### config.mk
export PLATFORM = sky130hd
export DESIGN_NAME = pwm_gen
export DESIGN_NICKNAME = d
export VERILOG_FILES = /design/src/rtl/pwm_pkg.sv /design/src/rtl/pwm_timebase.sv /design/src/rtl/pwm_gen.sv
export SDC_FILE = /design/constraint.sdc
export NUM_CORES = 1
export LEC_CHECK = 0
export CAP_MARGIN = 20
export CORE_AREA = 2 2 127 129
export DETAILED_ROUTE_END_ITERATION = 10
export DIE_AREA = 0 0 129 131
export GPL_TIMING_DRIVEN = 0
export PLACE_DENSITY = 0.65
export SLEW_MARGIN = 20
export SYNTH_ARGS = -nofsm -noshare
export SYNTH_HDL_FRONTEND = slang
export SYNTH_SLANG_ARGS = --single-unit
### constraint.sdc
create_clock -name clk -period 2.8 [get_ports clk]
set_clock_uncertainty 0.15 [all_clocks]
set_input_delay 0.84 -clock clk [delete_from_list [all_inputs] [get_ports clk]]
set_output_delay 0.84 -clock clk [all_outputs]
set_load 0.005 [all_outputs]
### src/rtl/pwm_pkg.sv
// Shared constants for the PWM generator: default sizes and the register map.
package pwm_pkg;

  localparam int N_CH_DEF  = 7;
  localparam int CNT_W_DEF = 8;

  // Register addresses; duty registers occupy ADDR_DUTY0 .. ADDR_DUTY0+N_CH-1.
  localparam logic [3:0] ADDR_DUTY0  = 4'd0;
  localparam logic [3:0] ADDR_PERIOD = 4'd8;
  localparam logic [3:0] ADDR_PRESC  = 4'd9;
  localparam logic [3:0] ADDR_CTRL   = 4'd10;

endpackage

### src/rtl/pwm_timebase.sv
// Prescaler + main period counter. Counting starts one edge after enable
// rises (run_q), so the first cnt = 0 cycle follows the enable write by one
// edge and the registered outputs follow it by one more.
module pwm_timebase
  import pwm_pkg::*;
#(
  parameter int CNT_W = CNT_W_DEF
) (
  input  logic             clk,
  input  logic             rst,
  input  logic             en,
  input  logic [CNT_W-1:0] per_act,
  input  logic [CNT_W-1:0] presc_act,
  output logic [CNT_W-1:0] cnt,
  output logic             running,
  output logic             boundary,
  output logic             first
);

  logic             run_q, run_d;
  logic [CNT_W-1:0] pre_cnt_q, pre_cnt_d;
  logic [CNT_W-1:0] cnt_q, cnt_d;
  logic             tick;

  // Status decode from the current counter values.
  always_comb begin
    running  = en && run_q;
    tick     = running && (pre_cnt_q == presc_act);
    boundary = tick && (cnt_q == per_act);
    first    = running && (pre_cnt_q == '0) && (cnt_q == '0);
    cnt      = cnt_q;
  end

  // Next counter values: held at zero when idle, wrap at the boundary.
  always_comb begin
    run_d     = en;
    pre_cnt_d = pre_cnt_q;
    cnt_d     = cnt_q;
    if (!running) begin
      pre_cnt_d = '0;
      cnt_d     = '0;
    end else if (tick) begin
      pre_cnt_d = '0;
      cnt_d     = boundary ? '0 : cnt_q + CNT_W'(1);
    end else begin
      pre_cnt_d = pre_cnt_q + CNT_W'(1);
    end
  end

  // Counter state registers.
  always_ff @(posedge clk) begin
    if (rst) begin
      run_q     <= 1'b0;
      pre_cnt_q <= '0;
      cnt_q     <= '0;
    end else begin
      run_q     <= run_d;
      pre_cnt_q <= pre_cnt_d;
      cnt_q     <= cnt_d;
    end
  end

endmodule

### src/rtl/pwm_gen.sv
// Multi-channel PWM generator with shadowed duty/period/prescaler registers.
// Shadows are written by the bus; active copies load at the period boundary
// (or continuously while not running), so a period never sees a torn update.
module pwm_gen
  import pwm_pkg::*;
#(
  parameter int N_CH  = N_CH_DEF,
  parameter int CNT_W = CNT_W_DEF
) (
  input  logic             clk,
  input  logic             rst,
  input  logic             wr_en,
  input  logic [3:0]       wr_addr,
  input  logic [CNT_W-1:0] wr_data,
  output logic [N_CH-1:0]  pwm_dc,
  output logic             period_start
);

  logic [CNT_W-1:0] duty_sh_q  [N_CH];
  logic [CNT_W-1:0] duty_sh_d  [N_CH];
  logic [CNT_W-1:0] duty_act_q [N_CH];
  logic [CNT_W-1:0] duty_act_d [N_CH];
  logic [CNT_W-1:0] per_sh_q, per_sh_d, per_act_q, per_act_d;
  logic [CNT_W-1:0] presc_sh_q, presc_sh_d, presc_act_q, presc_act_d;
  logic             en_q, en_d;
  logic [N_CH-1:0]  pwm_q, pwm_d;
  logic             ps_q, ps_d;

  logic [CNT_W-1:0] cnt;
  logic             running, boundary, first, load;

  pwm_timebase #(.CNT_W(CNT_W)) u_timebase (
    .clk       (clk),
    .rst       (rst),
    .en        (en_q),
    .per_act   (per_act_q),
    .presc_act (presc_act_q),
    .cnt       (cnt),
    .running   (running),
    .boundary  (boundary),
    .first     (first)
  );

  // Bus write decode into shadows and ctrl; unmapped addresses fall through.
  always_comb begin
    duty_sh_d  = duty_sh_q;
    per_sh_d   = per_sh_q;
    presc_sh_d = presc_sh_q;
    en_d       = en_q;
    if (wr_en) begin
      for (int i = 0; i < N_CH; i++) begin
        if (wr_addr == ADDR_DUTY0 + 4'(i)) duty_sh_d[i] = wr_data;
      end
      if (wr_addr == ADDR_PERIOD) per_sh_d   = wr_data;
      if (wr_addr == ADDR_PRESC)  presc_sh_d = wr_data;
      if (wr_addr == ADDR_CTRL)   en_d       = wr_data[0];
    end
  end

  // Active registers take the pre-write shadow at a boundary or when idle.
  always_comb begin
    load        = !running || boundary;
    duty_act_d  = duty_act_q;
    per_act_d   = per_act_q;
    presc_act_d = presc_act_q;
    if (load) begin
      duty_act_d  = duty_sh_q;
      per_act_d   = per_sh_q;
      presc_act_d = presc_sh_q;
    end
  end

  // Per-channel compare and period-start pulse, registered one edge after cnt.
  always_comb begin
    for (int i = 0; i < N_CH; i++) begin
      pwm_d[i] = running && (cnt < duty_act_q[i]);
    end
    ps_d = first;
  end

  // Register bank; reset wins over any coincident write.
  always_ff @(posedge clk) begin
    if (rst) begin
      for (int i = 0; i < N_CH; i++) begin
        duty_sh_q[i]  <= '0;
        duty_act_q[i] <= '0;
      end
      per_sh_q    <= '1;
      per_act_q   <= '1;
      presc_sh_q  <= '0;
      presc_act_q <= '0;
      en_q        <= 1'b0;
      pwm_q       <= '0;
      ps_q        <= 1'b0;
    end else begin
      duty_sh_q   <= duty_sh_d;
      duty_act_q  <= duty_act_d;
      per_sh_q    <= per_sh_d;
      per_act_q   <= per_act_d;
      presc_sh_q  <= presc_sh_d;
      presc_act_q <= presc_act_d;
      en_q        <= en_d;
      pwm_q       <= pwm_d;
      ps_q        <= ps_d;
    end
  end

  assign pwm_dc       = pwm_q;
  assign period_start = ps_q;

endmodule

==> results.ini <==
[run_status]
outcome = finished, final reports clean

[global_route]
grt_first_pass_wirelength_um = 28700
grt_max_degree = 17
grt_util_met2_pct = 39.4
met3_usage_pct = 4.76
grt_use_met1_pct = 27.2
grtUsageTotal_pct = 22.7
grt-ovfl-total = 0
busiest_layer = met2
grt_pass1_vias = 5481
grt_antenna_before_repair = 0

[synth]
ys_warn_count = 0
synth_seq_cells = 170
synth_area_leaders = dfxtp_1 45%, mux2i_1 17%, ha_1 8.7%, nor2_1 7.4%, inv_1 2.7%
netlist_area_um2 = 7610
syn_nets = 853
avgSynthCellArea_um2 = 9.70
ys_seq_area_share_pct = 44.7
yosys.area.top_type = dfxtp_1
synth_top_area_share_pct = 44.7
synthArstFlopShare_pct = 0
synth_cell_types = 42
ys.flop_type = dfxtp_1
synth_cells = 785
synth-edff-count = 0

[detailed_routing]
drt_iter0_drc = 235
wl_um = 17900
wire_per_inst_um = 17.1
viasPerCell = 5.22
drt_pass1_iterations = 4
ant_nets = 0
via_count = 5450
drc = 0

[setup_path]
worstSetupPathType = flop to flop
critPathMaxStageDelay_ps = 730
crit_buf_inv = 3
start_kind = flop
crit_path_end_kind = flop
path_cells = buf_2 > xnor2_1 > and4_1 > a41o_1 > buf_2 > buf_4 > mux2i_1 > nor2_1
critPathRequiredTime_ps = 2950
crit_family = buffers and inverters
worstPathArrival_ps = 2790
worst_path_max_delay_cell = dfxtp_1
cp_max_fo = 10
crit_top_cell = buf_2
reg2reg_slack_ps = 150

[clock_tree]
cts_hold_buf = 0
cts_root_buf = clkbuf_16
clock_tree.buffer_depth = 2
post_cts_resized = 0
clkTransAtPathRegs_ps = 60
h-tree-depth = 4
numCtsBuffers = 17
numClockSinks = 170
clock_latency_ps = 430
cts_tree = done
cts_setup_buffers = 0

[layout]
diodes = 0
fillers = 1362
finalNonFillerCells = 1045
final_util_pct = 55.1
design_area_um2 = 8600
area_growth_pct = 12.9
layout-drive-gt1-share_pct = 5.19
nets = 886

[sta]
fmax_mhz = 378
tightest_slew_ps = 981
slew_headroom_pct = 34.4
hold_viol_final = 0
finalSetupViolCount = 0
hold_ws_ps = 326
period_needed_ps = 2650
setup_ws_ps = 153
rsz0062_at_grt = false
finalMaxSlewViolations = 0
period_share_pct = 94.5

[placed_design]
io_buffers = 14
dpl.cell_count = 1015
routabilityCongestion = 0.808
placed_area_um2 = 8020
pre_cts_slack_ps = -391
dp_hpwl_um = 11900

[power]
p_leak_nw = 3.89
ir_drop_v = 0.000399
power_density_nw_per_um2 = 572

[die]
io_pins = 23
die_h_um = 131
initial_core_util_pct = 48.8
core_um2 = 15600
rows = 46
fp.dieW_um = 129
design.die.area_um2 = 16900

[job]
drv_cap = 0

[hold_path]
min_path_type = flop to flop

## metal layers
layer | vias up | share of wire (%) | wire length [um]
met5 | - | 0 | 0
met4 | 0 | 2.9 | 514
met3 | 33 | 3.8 | 674
met2 | 99 | 49 | 8760
met1 | 2588 | 44 | 7950
li1 | 2730 | - | -
## Yosys cell counts, types with 7 or more instances
cell type and n:
o21a_1 7, a21o_1 20, nor2b_1 9, inv_1 54, nand2b_1 11, nand2_1 15
dfxtp_1 170, a211oi_1 14, xor2_1 13, clkbuf_1 32, xnor2_1 9, a211o_1 8
buf_4 7, a21oi_1 15, nand3_1 9, ha_1 53, mux2i_1 128, nor3_1 9
nor2_1 151
## metrics by stage
step                      power [mW]  setup TNS (ps)
after floorplan                 2.61               0
after global placement          2.67           -7380
after detailed placement        2.68           -8530
after CTS                       4.95               0
after global routing            5.06               0
final                           4.92               0
## path summary, 6_finish.rpt
path                                        from                           to  depth (start not counted)
setup reg to reg  u_timebase.cnt[3]$_SDFFE_PP0P_  duty_act_q[24]$_SDFFE_PP0P_                          8
hold / removal                 en_q$_SDFFE_PP0P_  u_timebase.run_q$_SDFF_PP0_                          1
setup / recovery  u_timebase.cnt[3]$_SDFFE_PP0P_  duty_act_q[24]$_SDFFE_PP0P_                          8
hold reg to reg                en_q$_SDFFE_PP0P_  u_timebase.run_q$_SDFF_PP0_                          1
## layout make-up
type                    count  area (um2)  area share (%)
repair buffers             14         140            1.63
well taps                 216         270            3.14
clock inverters             8        95.1            1.11
plain buffers              43         193            2.24
multi-input cells         518        3820            44.4
flip-flops and latches    170        3400            39.6
clock buffers              22         474            5.52
inverters                  54         203            2.36
## where the power goes
group	internal, mW	switching [mW]
combinational	0.0557	0.116
sequential	2.44	0.0121
clock	1.37	0.926
total	3.86	1.05
## worst reg2reg max path, delay by kind of cell, from the launching register on
kind                      cells  cell delay [ps]
muxes                         1              230
and+or+nand+nor               2              270
AOI/OAI and AO/OA             1              160
DFF                           1              730
buffers and inverters         3              840
xor gates and xnor gates      1              150
## sequential cells by signal, indices dropped and copies added (netlist names)
register              cells
duty_sh_q                56
en_q                      1
presc_sh_q                8
per_sh_q                  8
u_timebase.pre_cnt_q      8
presc_act_q               8
period_start              1
u_timebase.run_q          1
per_act_q                 8
u_timebase.cnt            8
duty_act_q               56
pwm_dc                    7
## cell families (layout without fill, tap and decap cells)
group	Yosys count	after routing	synth area share, %
and+or+nand+nor	232	232	14.0
DFF	170	170	44.7
muxes	128	128	16.8
buffers and inverters	97	141	5.19
AOI/OAI and AO/OA	83	83	8.06
adders and majority gates	53	53	8.71
xor gates and xnor gates	22	22	2.53
## cells in the final DEF, fill, tap and decap left out, drive strengths merged, types with 2 or more instances in the layout
| cell | count |
|---|---|
| clkinvlp | 2 |
| or3 | 5 |
| and4 | 2 |
| ha | 53 |
| a2bb2oi | 5 |
| mux2i | 128 |
| nor2b | 9 |
| a21o | 20 |
| buf | 11 |
| dfxtp | 170 |
| inv | 54 |
| bufinv | 2 |
| nor4 | 4 |
| a211o | 8 |
| nor2 | 151 |
| a211oi | 14 |
| nor3 | 9 |
| clkdlybuf4s50 | 14 |
| clkbuf | 54 |
| o21a | 7 |
| nand2b | 11 |
| or2 | 3 |
| nand2 | 15 |
| o21ai | 2 |
| xnor2 | 9 |
| nand3 | 9 |
| clkinv | 4 |
| o2111ai | 6 |
| nand3b | 4 |
| nand4 | 2 |
| xor2 | 13 |
| and3 | 4 |
| a21oi | 15 |
Power figures use the tool's default switching activity.
